File: src/rtl/inertial_integrator.sv
// Pitch estimator: calibrates the gyro rate offset, then runs a complementary filter that
// integrates the compensated rate and nudges the result toward the accelerometer pitch.
module inertial_integrator #(
  parameter int unsigned CAL_LOG2  = 4,
  parameter logic [15:0] AZ_OFFSET = 16'h00A0,
  parameter int          FUSION    = 1024
) (
  input  logic               clk,
  input  logic               rst,
  input  logic               vld,
  input  logic signed [15:0] ptch_rt_raw,
  input  logic signed [15:0] AZ,
  input  logic               clr,
  input  logic               recal,
  output logic signed [15:0] ptch,
  output logic signed [15:0] ptch_rt,
  output logic               ptch_vld,
  output logic               cal_done
);

  localparam int unsigned         SumW    = 16 + CAL_LOG2;
  localparam logic [CAL_LOG2-1:0] CntLast = {CAL_LOG2{1'b1}};
  localparam logic signed [28:0]  FusMag  = 29'(FUSION);
  localparam logic signed [26:0]  IntMax  = 27'h3FFFFFF;
  localparam logic signed [26:0]  IntMin  = 27'h4000000;

  typedef enum logic [0:0] {StCal, StRun} state_e;

  state_e                   state_q;
  logic [CAL_LOG2-1:0]      cnt_q;
  logic signed [SumW-1:0]   cal_sum_q;
  logic signed [SumW-1:0]   cal_sum_nxt;
  logic signed [SumW-1:0]   cal_avg;
  logic signed [15:0]       rt_off_q;
  logic signed [15:0]       rt_comp;
  logic signed [15:0]       az_comp;
  logic signed [25:0]       az_ext;
  logic signed [25:0]       prod;
  logic signed [15:0]       ptch_acc;
  logic signed [28:0]       fus;
  logic signed [28:0]       int_sum;
  logic signed [26:0]       ptch_int_q;
  logic signed [26:0]       ptch_int_nxt;
  logic signed [15:0]       ptch_rt_q;
  logic                     ptch_vld_q;
  logic                     cal_done_q;
  logic                     unused_bits;

  assign ptch     = ptch_int_q[26:11];
  assign ptch_rt  = ptch_rt_q;
  assign ptch_vld = ptch_vld_q;
  assign cal_done = cal_done_q;

  always_comb begin
    cal_sum_nxt = cal_sum_q + {{CAL_LOG2{ptch_rt_raw[15]}}, ptch_rt_raw};
    cal_avg     = cal_sum_nxt >>> CAL_LOG2;
    rt_comp     = ptch_rt_raw - rt_off_q;
    az_comp     = AZ - $signed(AZ_OFFSET);
    az_ext      = {{10{az_comp[15]}}, az_comp};
    prod        = az_ext * 26'sd327;
    ptch_acc    = {{3{prod[25]}}, prod[25:13]};
    fus         = (ptch_acc > ptch) ? FusMag : -FusMag;
    int_sum     = {{2{ptch_int_q[26]}}, ptch_int_q} - {{13{rt_comp[15]}}, rt_comp} + fus;
    // Clamp when the two guard bits disagree with the 27-bit sign.
    if (int_sum[28:26] == 3'b000 || int_sum[28:26] == 3'b111) begin
      ptch_int_nxt = int_sum[26:0];
    end else begin
      ptch_int_nxt = int_sum[28] ? IntMin : IntMax;
    end
  end

  assign unused_bits = ^{prod[12:0], cal_avg[SumW-1:16]};

  always_ff @(posedge clk) begin
    if (rst) begin
      state_q    <= StCal;
      cnt_q      <= '0;
      cal_sum_q  <= '0;
      rt_off_q   <= '0;
      ptch_int_q <= '0;
      ptch_rt_q  <= '0;
      ptch_vld_q <= 1'b0;
      cal_done_q <= 1'b0;
    end else begin
      ptch_vld_q <= 1'b0;
      if (recal) begin
        // Offset and integrator are kept until the new calibration completes.
        state_q    <= StCal;
        cal_done_q <= 1'b0;
        cnt_q      <= '0;
        cal_sum_q  <= '0;
      end else if (clr) begin
        ptch_int_q <= '0;
      end else if (vld) begin
        unique case (state_q)
          StCal: begin
            if (cnt_q == CntLast) begin
              rt_off_q   <= cal_avg[15:0];
              cnt_q      <= '0;
              cal_sum_q  <= '0;
              state_q    <= StRun;
              cal_done_q <= 1'b1;
            end else begin
              cnt_q     <= cnt_q + CAL_LOG2'(1);
              cal_sum_q <= cal_sum_nxt;
            end
          end
          StRun: begin
            ptch_int_q <= ptch_int_nxt;
            ptch_rt_q  <= rt_comp;
            ptch_vld_q <= 1'b1;
          end
          default: state_q <= StCal;
        endcase
      end
    end
  end

endmodule
File: config.mk
export PLATFORM = sky130hd
export DESIGN_NAME = inertial_integrator
export DESIGN_NICKNAME = d
export VERILOG_FILES = /design/src/rtl/inertial_integrator.sv
export SDC_FILE = /design/constraint.sdc
export NUM_CORES = 1
export LEC_CHECK = 0
export BUFFER_PORTS_ARGS = -buffer_cell sky130_fd_sc_hd__buf_2
export CORE_MARGIN = 2
export CORE_UTILIZATION = 53
export CTS_CLUSTER_DIAMETER = 30
export DETAILED_ROUTE_END_ITERATION = 16
export GPL_TIMING_DRIVEN = 0
export PLACE_DENSITY = 0.71
export SLEW_MARGIN = 20
export SYNTH_ARGS = -nofsm -noshare
export SYNTH_HDL_FRONTEND = slang
export SYNTH_SLANG_ARGS = --single-unit
File: constraint.sdc
create_clock -name clk -period 15.85 [get_ports clk]
set_input_delay 1.585 -clock clk [delete_from_list [all_inputs] [get_ports clk]]
set_output_delay 1.585 -clock clk [all_outputs]
set_load 0.02 [all_outputs]
Yosys cells after proc, flatten, opt, wreduce, memory -nomap -nowiden --
Cells that the tools add are included.
Storage, ports and cells: bits in registers 86, bits of input ports 37, output and inout port bits 34, word-level logic and storage cells 45
Operators by class: add/subtract/negate cells 6, $mul 1, $lt $le $gt $ge 1, eq/ne operators 2, multiplexer cells 11, bitwise gates (word level) 4, reductions and logical operators 12
Operators by type and width (count):
- $mux W27 | 5
- $add A29 B29 Y29 | 1
- $mux W29 | 1
- $sub A27 B16 Y28 | 1
- $mul A16 B10 Y26 const B | 1
- $add A20 B20 Y20 | 1
- $mux W20 | 1
- $gt A13 B16 Y1 | 1
- $sub A16 B16 Y16 | 1
- $sub A16 B9 Y16 const B | 1
- $reduce_and A4 Y1 | 2
- $reduce_and A3 Y1 | 2
- $reduce_and A5 Y1 | 1
- $add A4 B1 Y4 const B | 1
- $eq A4 B4 Y1 const B | 1
- $mux W4 | 1
- $not A1 Y1 | 4
- $reduce_bool A2 Y1 | 2
- $reduce_or A4 Y1 | 1
- $eq A3 B3 Y1 const B | 1
- $logic_not A3 Y1 | 1
- $mux W1 | 3
- $reduce_and A2 Y1 | 1
- $reduce_or A2 Y1 | 1
- $logic_or A1 B1 Y1 | 1

Longest topological paths before layout --
Gate-level depths: netlist (run 1).
depth in word-level cells 11, mapped depth 49, mapped depth without buffers 46

Least setup slack after synthesis (run 1) --
No wires, ideal clock.
path type in2reg, start in AZ[5], end reg ptch_int_q[24], library setup time 124 ps, data arrival time 12490 ps, required time 15726 ps, slack 3235 ps, stages on the path 43, path buffers 3, path through inv_1 ha_1 o21ai_0 or3b_2 xor2_1 inv_1 ha_1 ha_1 fa_1 fa_1 inv_1 fa_1 inv_1 ha_1 or3_1 o211ai_1 nand3_1 o2111ai_1 [... 7 more ...] nand4_1 mux2_1 buf_2 clkbuf_1 ha_1 nor2b_1 o21ai_0 nand2b_1 nor2b_1 o21ai_1 a41oi_2 a32oi_1 o21ai_2 xor2_1 nand3_1 a311oi_2 buf_4 a22oi_1
Between the ends: longest elaborated chain between the ends 11, elaborated cells between the ends (all ways) 13, those cells by class add/sub: 2; mul: 1; order compare: 1; eq/ne: 1; mux: 6; reduce/logical: 2
Ends and longest elaborated chain:
- from (decl) | RTL line 12 | input logic signed [15:0] AZ,
- $sub A16 B9 Y16 * | RTL line 58 | az_comp = AZ - $signed(AZ_OFFSET);
- $mul A16 B10 Y26 * | RTL line 60 | prod = az_ext * 26'sd327;
- $gt A13 B16 Y1 * | RTL line 62 | fus = (ptch_acc > ptch) ? FusMag : -FusMag;
- $mux W29 * | RTL line 62
- $add A29 B29 Y29 * | RTL line 63 | int_sum = {{2{ptch_int_q[26]}}, ptch_int_q} - {{13{rt_comp[15]}}, rt_comp} + fus;
- $eq A3 B3 Y1 / $logic_not A3 Y1 (equally long branches) | RTL line 65 | if (int_sum[28:26] == 3'b000 || int_sum[28:26] == 3'b111) begin
- $logic_or A1 B1 Y1 | RTL line 65
- $mux W27 * | RTL line 65
- $mux W27 * | RTL line 95 | unique case (state_q)
- $mux W27 * | RTL line 94 | end else if (vld) begin
- $mux W27 * | RTL line 92 | end else if (clr) begin
- to (signal assigned) | RTL line 109 | ptch_int_q <= ptch_int_nxt;
- to (decl) | RTL line 42 | logic signed [26:0] ptch_int_q;
Every way passes the cells marked *; elsewhere a longest branch is shown, timed or not. The select of a mux whose other input is x is not followed. A chain may end at the register's enable or synchronous reset.

Worst setup path in the final report (run 1) --
Ends and elaborated chain as after synthesis.

==> impl_metrics.tcl, run 1 <==
set metrics [dict create \
    final_max_slew_viol_count 0 \
    vias 9480 \
    ys_async_sr_fraction_pct 0 \
    grt_antenna_before_repair 0 \
    h-tree-depth 3 \
    cts.sinks 86 \
    ir_drop_mv 0.0986 \
    numPortBuffers 70 \
    wl_per_cell_um 15.1 \
    die_area_um2 21500 \
    ctsResizeCount 0 \
    core_area_um2 20100 \
    setup_viol 0 \
    via_per_inst 5.58 \
    antennaDiodeCount 0 \
    pwr-share-seq_pct 15.9 \
    drtIter0Drc 585 \
    postLayoutCellArea_um2 11800 \
    startpoint_type "primary input" \
    holdBufCountCts 0 \
    crit_type "primary input to flop" \
    ys_warn_count 0 \
    drc 0 \
    pre_cts_slack_ns 2.38 \
    hold-path-endpoint "rt_off_q[8]" \
    drive_gt1_share_pct 12.1 \
    drt-total-wl_um 25700 \
    cts_tree "done" \
    fillers 1887 \
    layout_min_cycle_time_ns 13.13 \
    drv_cap 0 \
    syn-num-nets 1584 \
    initial_utilization_pct 53.5 \
    hold_depth 2 \
    status "finished, final reports clean" \
    stdcell_count 1698 \
    p_sw_share_pct 46.4 \
    hp-start "rt_off_q[8]" \
    cpPeakStageDelay_ns 0.75 \
    nNetsFinal 1667 \
    hold_viol_final 0 \
    syn_area_um2 10800 \
    synth-seq-area-share_pct 16.0 \
    switching_power_mw 0.636 \
    fin_util_pct 58.5 \
    grt_pass1_vias 8981 \
    drt_first_pass_iters 6 \
    root_buffer "clkbuf_16" \
    clk_pin_slew_ns 0.07 \
    detailed_place_hpwl_um 21100 \
    power.total_mw 1.37 \
    hold_class "flop to flop" \
    r2r-end "ptch_int_q[24]" \
    clockBufferDepth 2 \
    intPower_mw 0.734 \
    synthDistinctLibCells 88 \
    clock_latency_ns 0.35 \
    cpMostUsedCell "ha_1" \
    clkPwrFrac_pct 15.2 \
    relSlewSlack_pct 34.3 \
    fp-row-count 52 \
    area_delta_synth_final_pct 9.35 \
    whs_ns 0.453 \
    grt_pass1_wl_um 43100 \
    die_y_um 146 \
    cp.required_ns 16.08 \
    setup_ws_ns 2.72 \
    synth-seq-cells 86 \
    fin_crit_sh_pct 82.9 \
    place_area_um2 11500 \
    worst-r2r-setup-slack_ns 8.17 \
    overflow 0 \
    die_width_um 146 \
    grt_use_total_pct 24.3 \
    arrival_ns 13.36 \
    rsz0062_at_grt "false" \
    synthCells 1340 \
    tightest_slew_ns 0.978 \
    powerDensity_nw_per_um2 116 \
    p_comb_share_pct 68.9 \
    end_kind "flop" \
    reg2reg_depth 35 \
    syn_avg_cell_area_um2 8.03 \
    synth-edff-count 0 \
    critPathMaxFanout 17 \
    postCtsSetupRepairBufs 0 \
    cts_made_buffers 9 \
    ant_nets 0 \
    slowest_stage "clkbuf_1" \
    rr_startpoint "rt_off_q[1]" \
    p_leak_nw 5.42 \
    gp_congestion 0.907 \
    io_pins 71 \
    max_freq_ghz 0.0761 \
    setup_tns_ns 0 \
    synth_top_flop_cell "dfxtp_1" \
    dp_cells 1682 \
    grt_max_degree 18 \
    worst_clock_skew_ns 0.0130 \
]
==> registers in the layout (all words and copies together) (netlist names) <==
name,cells
ptch_int_q,27
cal_done,1
ptch_rt,16
cnt_q,4
rt_off_q,16
cal_sum_q,20
state_q,1
ptch_vld,1
==> critical path, delay by kind of cell <==
kind	cells	cell delay, ns
AOI/OAI and AO/OA	13	2.89
xor gates and xnor gates	3	0.98
adders and majority gates	9	3.59
buffers and inverters	8	1.98
muxes	1	0.18
and+or+nand+nor	10	2.13
==> power groups by stage <==
stage / sequential (mW) / combinational, mW / clock, mW
5_1_grt: 0.218 / 1.08 / 0.221
3_3_place_gp: 0.223 / 0.918 / 0
3_5_place_dp: 0.223 / 0.935 / 0
6_report: 0.218 / 0.943 / 0.208
2_1_floorplan: 0.223 / 0.744 / 0
4_1_cts: 0.218 / 0.946 / 0.214
==> area by class of cell <==
class	count	area, um2	area share [%]
Sequential cell	86	1720	14.6
Clock buffer	11	243	2.06
Timing Repair Buffer	72	373	3.17
Tap cell	270	338	2.87
Multi-Input combinational cell	1044	8160	69.4
Clock inverter	5	40.0	0.340
Inverter	150	563	4.79
Buffer	60	325	2.77
==> Yosys cell counts, types with 29 or more instances <==
cell type	number	area [um2]
nand2_1	115	432
a22oi_1	29	218
ha_1	162	2030
dfxtp_1	86	1720
inv_1	149	559
fa_1	45	901
nor2_1	114	428
a21oi_1	104	521
a21o_1	30	225
xnor2_1	70	613
o21ai_0	46	230
nor3_1	30	150
clkbuf_1	30	113
==> routing by layer <==
metal	global-route usage (%)	vias to the layer above	wire length, um
met5	0	-	0
met4	5.29	0	384
met3	2.53	32	855
met2	42.4	186	12400
met1	32.7	4444	12100
li1	-	4818	-
==> cells in the final DEF (no fill, tap or decap), types with 7 or more instances in the layout <==
cell / instances
ha_1: 162
inv_1: 149
nand2_1: 115
nor2_1: 114
a21oi_1: 104
dfxtp_1: 86
buf_2: 75
xnor2_1: 70
o21ai_0: 46
fa_1: 45
clkbuf_1: 31
a21o_1: 30
nor3_1: 29
a22oi_1: 29
nand3_1: 28
xor2_1: 23
buf_4: 19
nand2b_1: 16
or3_1: 14
o21bai_1: 13
o21a_1: 12
and2_1: 11
nor2b_1: 11
a211oi_1: 10
a22oi_2: 9
clkbuf_16: 9
a31oi_1: 8
and3_1: 8
o211ai_1: 7
mux2i_1: 7
==> worst max path at each step <==
stage	from	to	slack, ns	cells after the start
after floorplan	AZ[5]	ptch_int_q[24]	3.24	43
after global placement	AZ[5]	ptch_int_q[24]	1.31	44
after detailed placement	AZ[5]	ptch_int_q[24]	2.38	44
after CTS	AZ[5]	ptch_int_q[24]	2.69	44
after global routing	AZ[5]	ptch_int_q[24]	1.89	44
final	AZ[5]	ptch_int_q[24]	2.72	44
==> logic make-up after synthesis <==
family / share of synthesized area (%)
XOR/XNOR: 8.26
buffers and inverters: 8.26
flip-flops: 16.0
AND/OR/NAND/NOR: 16.5
AO/OA/AOI/OAI: 22.6
adder cells (fa/ha/maj): 27.3
multiplexers: 1.00
Note: power is estimated with default switching activity, not from simulation.
==> inputs of run 2 (changes only) <==
--- a/config.mk
+++ b/config.mk
@@ -11,7 +11,7 @@
 export CTS_CLUSTER_DIAMETER = 30
 export DETAILED_ROUTE_END_ITERATION = 16
 export GPL_TIMING_DRIVEN = 0
-export PLACE_DENSITY = 0.71
+export PLACE_DENSITY = 0.74
 export SLEW_MARGIN = 20
 export SYNTH_ARGS = -nofsm -noshare
 export SYNTH_HDL_FRONTEND = slang
==> constraint.sdc (replaced) <==
create_clock -name clk -period 11.7 [get_ports clk]
set_input_delay 1.17 -clock clk [delete_from_list [all_inputs] [get_ports clk]]
set_output_delay 1.17 -clock clk [all_outputs]
set_load 0.02 [all_outputs]
==> run 2 against run 1 <==
  * Combinational power increased by 48%
  * Power increased by 47%
  * Sequential share of layout area decreased by 0.40 points
==> impl_metrics.tcl, run 2 (same netlist as run 1, synthesis figures left out) <==
set metrics [dict create \
    layout.cells.most_common "ha_1" \
    setup_tns_ns 0 \
    die_width_um 146 \
    final_max_slew_viol_count 0 \
    grt_use_total_pct 24.7 \
    area_delta_synth_final_pct 12.5 \
    critPathMaxFanout 17 \
    pre_cts_slack_ns -2.00 \
    end_kind "flop" \
    cts.sinks 86 \
    drv_cap 0 \
    arrival_ns 11.38 \
    hold_class "flop to flop" \
    startpoint_type "primary input" \
    slowest_stage "or3b_2" \
    io_pins 71 \
    drive_gt1_share_pct 14.9 \
    overflow 0 \
    fin_util_pct 60.2 \
    cpMostUsedCell "ha_1" \
    clock_latency_ns 0.36 \
    top_regs "ptch_int_q (27), cal_sum_q (20)" \
    drc 0 \
    layout_common_cells "158 x ha_1, 146 x inv_1, 115 x nand2_1" \
    p_leak_nw 5.53 \
    setup_ws_ns 0.557 \
    drt-total-wl_um 26300 \
    fp-row-count 52 \
    die_area_um2 21500 \
    largest-register "ptch_int_q" \
    gp_congestion 0.909 \
    grt_pass1_wl_um 43900 \
    grt_max_degree 18 \
    vias 9481 \
    ant_nets 0 \
    initial_utilization_pct 53.5 \
    numPortBuffers 70 \
    h-tree-depth 3 \
    wl_per_cell_um 15.4 \
    clockBufferDepth 2 \
    core_area_um2 20100 \
    grt_pass1_vias 9328 \
    crit_type "primary input to flop" \
    tightest_slew_ns 0.968 \
    clk_pin_slew_ns 0.07 \
    antennaDiodeCount 0 \
    worst_clock_skew_ns 0.00930 \
    relSlewSlack_pct 35.0 \
    drtIter0Drc 468 \
    max_freq_ghz 0.0897 \
    via_per_inst 5.56 \
    drt_first_pass_iters 5 \
    cts_tree "done" \
    ir_drop_mv 0.116 \
    cts_made_buffers 9 \
    powerDensity_nw_per_um2 166 \
    status "finished, final reports clean" \
    root_buffer "clkbuf_16" \
    cp.required_ns 11.94 \
    layout_min_cycle_time_ns 11.14 \
    fin_crit_sh_pct 95.2 \
    hold_viol_final 0 \
    die_y_um 146 \
    nNetsFinal 1675 \
    cpPeakStageDelay_ns 0.57 \
    largest_register_ffs 27 \
    grt_antenna_before_repair 1 \
    setup_viol 0 \
    detailed_place_hpwl_um 21100 \
]
-- run 2: cell types whose count changed in the layout (fill, tap and decap cells not counted), sizes merged --
| cell | delta |
|---|---|
| clkinv | -3 |
| clkinvlp | +2 |
| buf | +8 |
| bufinv | +1 |
| clkbuf | -1 |
| inv | +1 |
-- run 2: where the power goes --
part	internal [mW]	switching, mW
combinational	0.611	0.787
sequential	0.294	0.00115
clock	0.175	0.138
-- run 2: repair_timing --
action                                  CTS  global route
cloned                                    0             1
gates resized for setup                  18            38
endpoints found under the setup margin   27            27
buffers inserted                          3             5
hold buffers                              0             0
pin swaps                                 3             8
-- run 2: worst max-delay path: cells and delay by family --
family | cells | cell delay, ns
buf+inv | 9 | 1.25
xor+xnor | 2 | 0.38
simple gates | 9 | 2.01
compound gates | 14 | 2.92
fa+ha+maj | 9 | 3.21
mux | 1 | 0.38
-- run 2: path summary, 6_finish.rpt --
kind	startpoint	to	slack [ns]	cells past startpoint
setup / recovery	AZ[5]	ptch_int_q[13]	0.56	44
hold / removal	rt_off_q[12]	rt_off_q[12]	0.45	2
setup reg to reg	rt_off_q[1]	ptch_int_q[13]	4.09	36
hold reg to reg	rt_off_q[12]	rt_off_q[12]	0.45	2
-- run 2: stage by stage --
stage	instance area, um2	total power, mW	cells	hold WS, ns
5_1_grt	12100	2.22	1706	0.477
6_report	12100	2.01	1706	0.453
2_1_floorplan	10800	1.31	1340	0.436
3_3_place_gp	11500	1.54	1680	0.444
3_5_place_dp	11500	1.59	1681	0.447
4_1_cts	11900	1.95	1700	0.458
-- run 2: cell type report --
class,instances,area (um2)
repair buffers,80,429
plain buffers,60,350
fillers,1781,8010
clock buffers,10,239
inverters,150,572
well taps,270,338
clock inverters,6,75.1
flip-flops and latches,86,1720
multi-input cells,1044,8370
-- run 2: layer usage --
| metal | global-route usage [%] | part of all wire (%) |
|---|---|---|
| met1 | 32.2 | 45 |
| met4 | 5.68 | 1.9 |
| met3 | 2.88 | 4.0 |
| met2 | 43.8 | 49 |
| met5 | 0 | 0.049 |
==> inputs of run 3 (changes only) <==
--- a/config.mk
+++ b/config.mk
@@ -10,7 +10,6 @@
 export CORE_UTILIZATION = 53
 export CTS_CLUSTER_DIAMETER = 30
 export DETAILED_ROUTE_END_ITERATION = 16
-export GPL_TIMING_DRIVEN = 0
 export PLACE_DENSITY = 0.74
 export SLEW_MARGIN = 20
 export SYNTH_ARGS = -nofsm -noshare
==> run 3 against run 2 <==
  * Register-to-register slack worse by 0.27 ns
  * Largest cell class unchanged
  * Count of clock-buffer cells in the layout is 2 higher
  * Final area is 4.2% lower
  * Highest routed layer is now met4
  * Critical path type unchanged
  * Final cell count is 3.5% lower
==> impl_metrics.tcl, run 3 (same netlist as run 1, synthesis figures left out) <==
set metrics [dict create \
    io_pins 71 \
    slowest_stage "fa_1" \
    tightest_slew_ns 1.12 \
    switching_power_mw 0.861 \
    die_width_um 146 \
    ant_nets 0 \
    drive_gt1_share_pct 11.6 \
    max_freq_ghz 0.0910 \
    pre_cts_slack_ns -0.122 \
    relSlewSlack_pct 25.0 \
    layout.cells.most_common "ha_1" \
    crit_type "primary input to flop" \
    multi_input_area_um2 8250 \
    postCtsSetupRepairBufs 0 \
    drtIter0Drc 566 \
    overflow 0 \
    setup_tns_ns 0 \
    startpoint_type "primary input" \
    fillers 1830 \
    grt_pass1_vias 9081 \
    crit_buf_inv 7 \
    root_buffer "clkbuf_16" \
    seq_area_um2 1720 \
    grt_use_total_pct 23.7 \
    clk_pin_slew_ns 0.06 \
    drt-total-wl_um 25100 \
    h-tree-depth 3 \
    p_sw_share_pct 45.7 \
    largest-register "ptch_int_q" \
    cp.required_ns 11.92 \
    clock_latency_ns 0.35 \
    via_per_inst 5.65 \
    detailed_place_hpwl_um 20100 \
    numPortBuffers 70 \
    p_leak_nw 5.29 \
    die_y_um 146 \
    die_area_um2 21500 \
    drt_first_pass_iters 5 \
    hold_viol_final 0 \
    status "finished, final reports clean" \
    fp-row-count 52 \
    whs_ns 0.456 \
    worst_clock_skew_ns 0.0105 \
    reg2reg_depth 32 \
    clockBufferDepth 2 \
    core_area_um2 20100 \
    power.total_mw 1.88 \
    final_max_slew_viol_count 0 \
    worst-r2r-setup-slack_ns 3.82 \
    cts_made_buffers 9 \
    powerDensity_nw_per_um2 163 \
    p_comb_share_pct 69.1 \
    critPathMaxFanout 23 \
    fin_crit_sh_pct 93.9 \
    area_delta_synth_final_pct 7.76 \
    largest_register_ffs 27 \
    r2r-end "ptch_int_q[25]" \
    setup_ws_ns 0.714 \
    intPower_mw 1.02 \
    grt_max_degree 39 \
    hold_depth 2 \
    critPathTopFamily "adder cells" \
    antennaDiodeCount 0 \
    cts_tree "done" \
    grt_pass1_wl_um 42600 \
    grt_antenna_before_repair 0 \
    end_kind "flop" \
    vias 9308 \
    layout_min_cycle_time_ns 10.99 \
    drv_cap 0 \
    hold-path-endpoint "rt_off_q[8]" \
    initial_utilization_pct 53.5 \
    ir_drop_mv 0.138 \
    pwr-share-seq_pct 15.7 \
    hold_class "flop to flop" \
    gp_congestion 0.910 \
    cts.sinks 86 \
    clkPwrFrac_pct 15.2 \
    rr_startpoint "rt_off_q[1]" \
    layout_common_cells "161 x ha_1, 149 x inv_1, 115 x nand2_1" \
    dp_cells 1630 \
    top_regs "ptch_int_q (27), cal_sum_q (20)" \
    hp-start "rt_off_q[8]" \
    stdcell_count 1646 \
    drc 0 \
    arrival_ns 11.21 \
    cpPeakStageDelay_ns 0.55 \
    nNetsFinal 1616 \
    wl_per_cell_um 15.3 \
    setup_viol 0 \
]
run 3: changes by cell type in the layout (fill, tap and decap cells not counted), moves of 3 or more:
| cell | previous run | this run |
|---|---|---|
| buf_6 | 7 | 0 |
| inv_6 | 3 | 0 |
| clkbuf_2 | 3 | 0 |
| clkbuf_4 | 3 | 0 |
| ha_4 | 3 | 0 |
| xor2_1 | 19 | 22 |
| buf_4 | 25 | 9 |
| buf_2 | 74 | 70 |
| clkbuf_1 | 27 | 3 |
| inv_1 | 146 | 149 |
| ha_1 | 158 | 161 |
run 3: tightest hold or removal path: cells and delay by family, from the launching register on:
family	cells	cell delay [ns]
compound gates	1	0.05
flops	1	0.31
simple gates	1	0.05
run 3: metrics by stage:
| stage | instance area, um2 | util (%) |
|---|---|---|
| after floorplan | 10800 | - |
| after global placement | 11200 | 55.8 |
| after detailed placement | 11200 | 55.8 |
| after CTS | 11500 | 57.2 |
| after global routing | 11600 | 57.7 |
| final | 11600 | 57.7 |
run 3: how the worst max path moves through the flow:
stage	startpoint	end	slack, ns	cells past startpoint
final	AZ[5]	ptch_int_q[25]	0.71	47
after global routing	AZ[5]	ptch_int_q[25]	-0.05	45
after CTS	AZ[5]	ptch_int_q[12]	0.20	46
after detailed placement	AZ[5]	ptch_int_q[12]	-0.12	46
after global placement	AZ[5]	ptch_int_q[25]	0.34	47
after floorplan	AZ[5]	ptch_int_q[24]	0.04	43
run 3: routing by layer:
metal	up-vias	GRT usage, %	part of all wire [%]
li1	4723	-	-
met1	4389	32.0	47
met2	161	40.8	48
met3	35	2.28	3.0
met4	0	5.78	1.8
met5	-	0	0
run 3: layout make-up:
class	count	area share [%]
sequential	86	14.9
multi-input combinational	1045	71.2
tap	270	2.91
clock buffer	12	2.04
inverter	150	4.86
clock inverter	3	0.399
timing repair buffer	80	3.78
run 3: repair_timing:
| action | CTS | global route |
|---|---|---|
| setup endpoints to repair | 0 | 27 |
| resized for setup | 0 | 16 |
| hold buffers | 0 | 0 |
run 3: power by group through the flow:
stage               combinational, mW  clock, mW  sequential (mW)
CTS                              1.27      0.291            0.296
global placement                 1.24          0            0.302
detailed placement               1.26          0            0.302
finish                           1.30      0.287            0.296
floorplan                        1.01          0            0.302
global route                     1.50      0.303            0.296
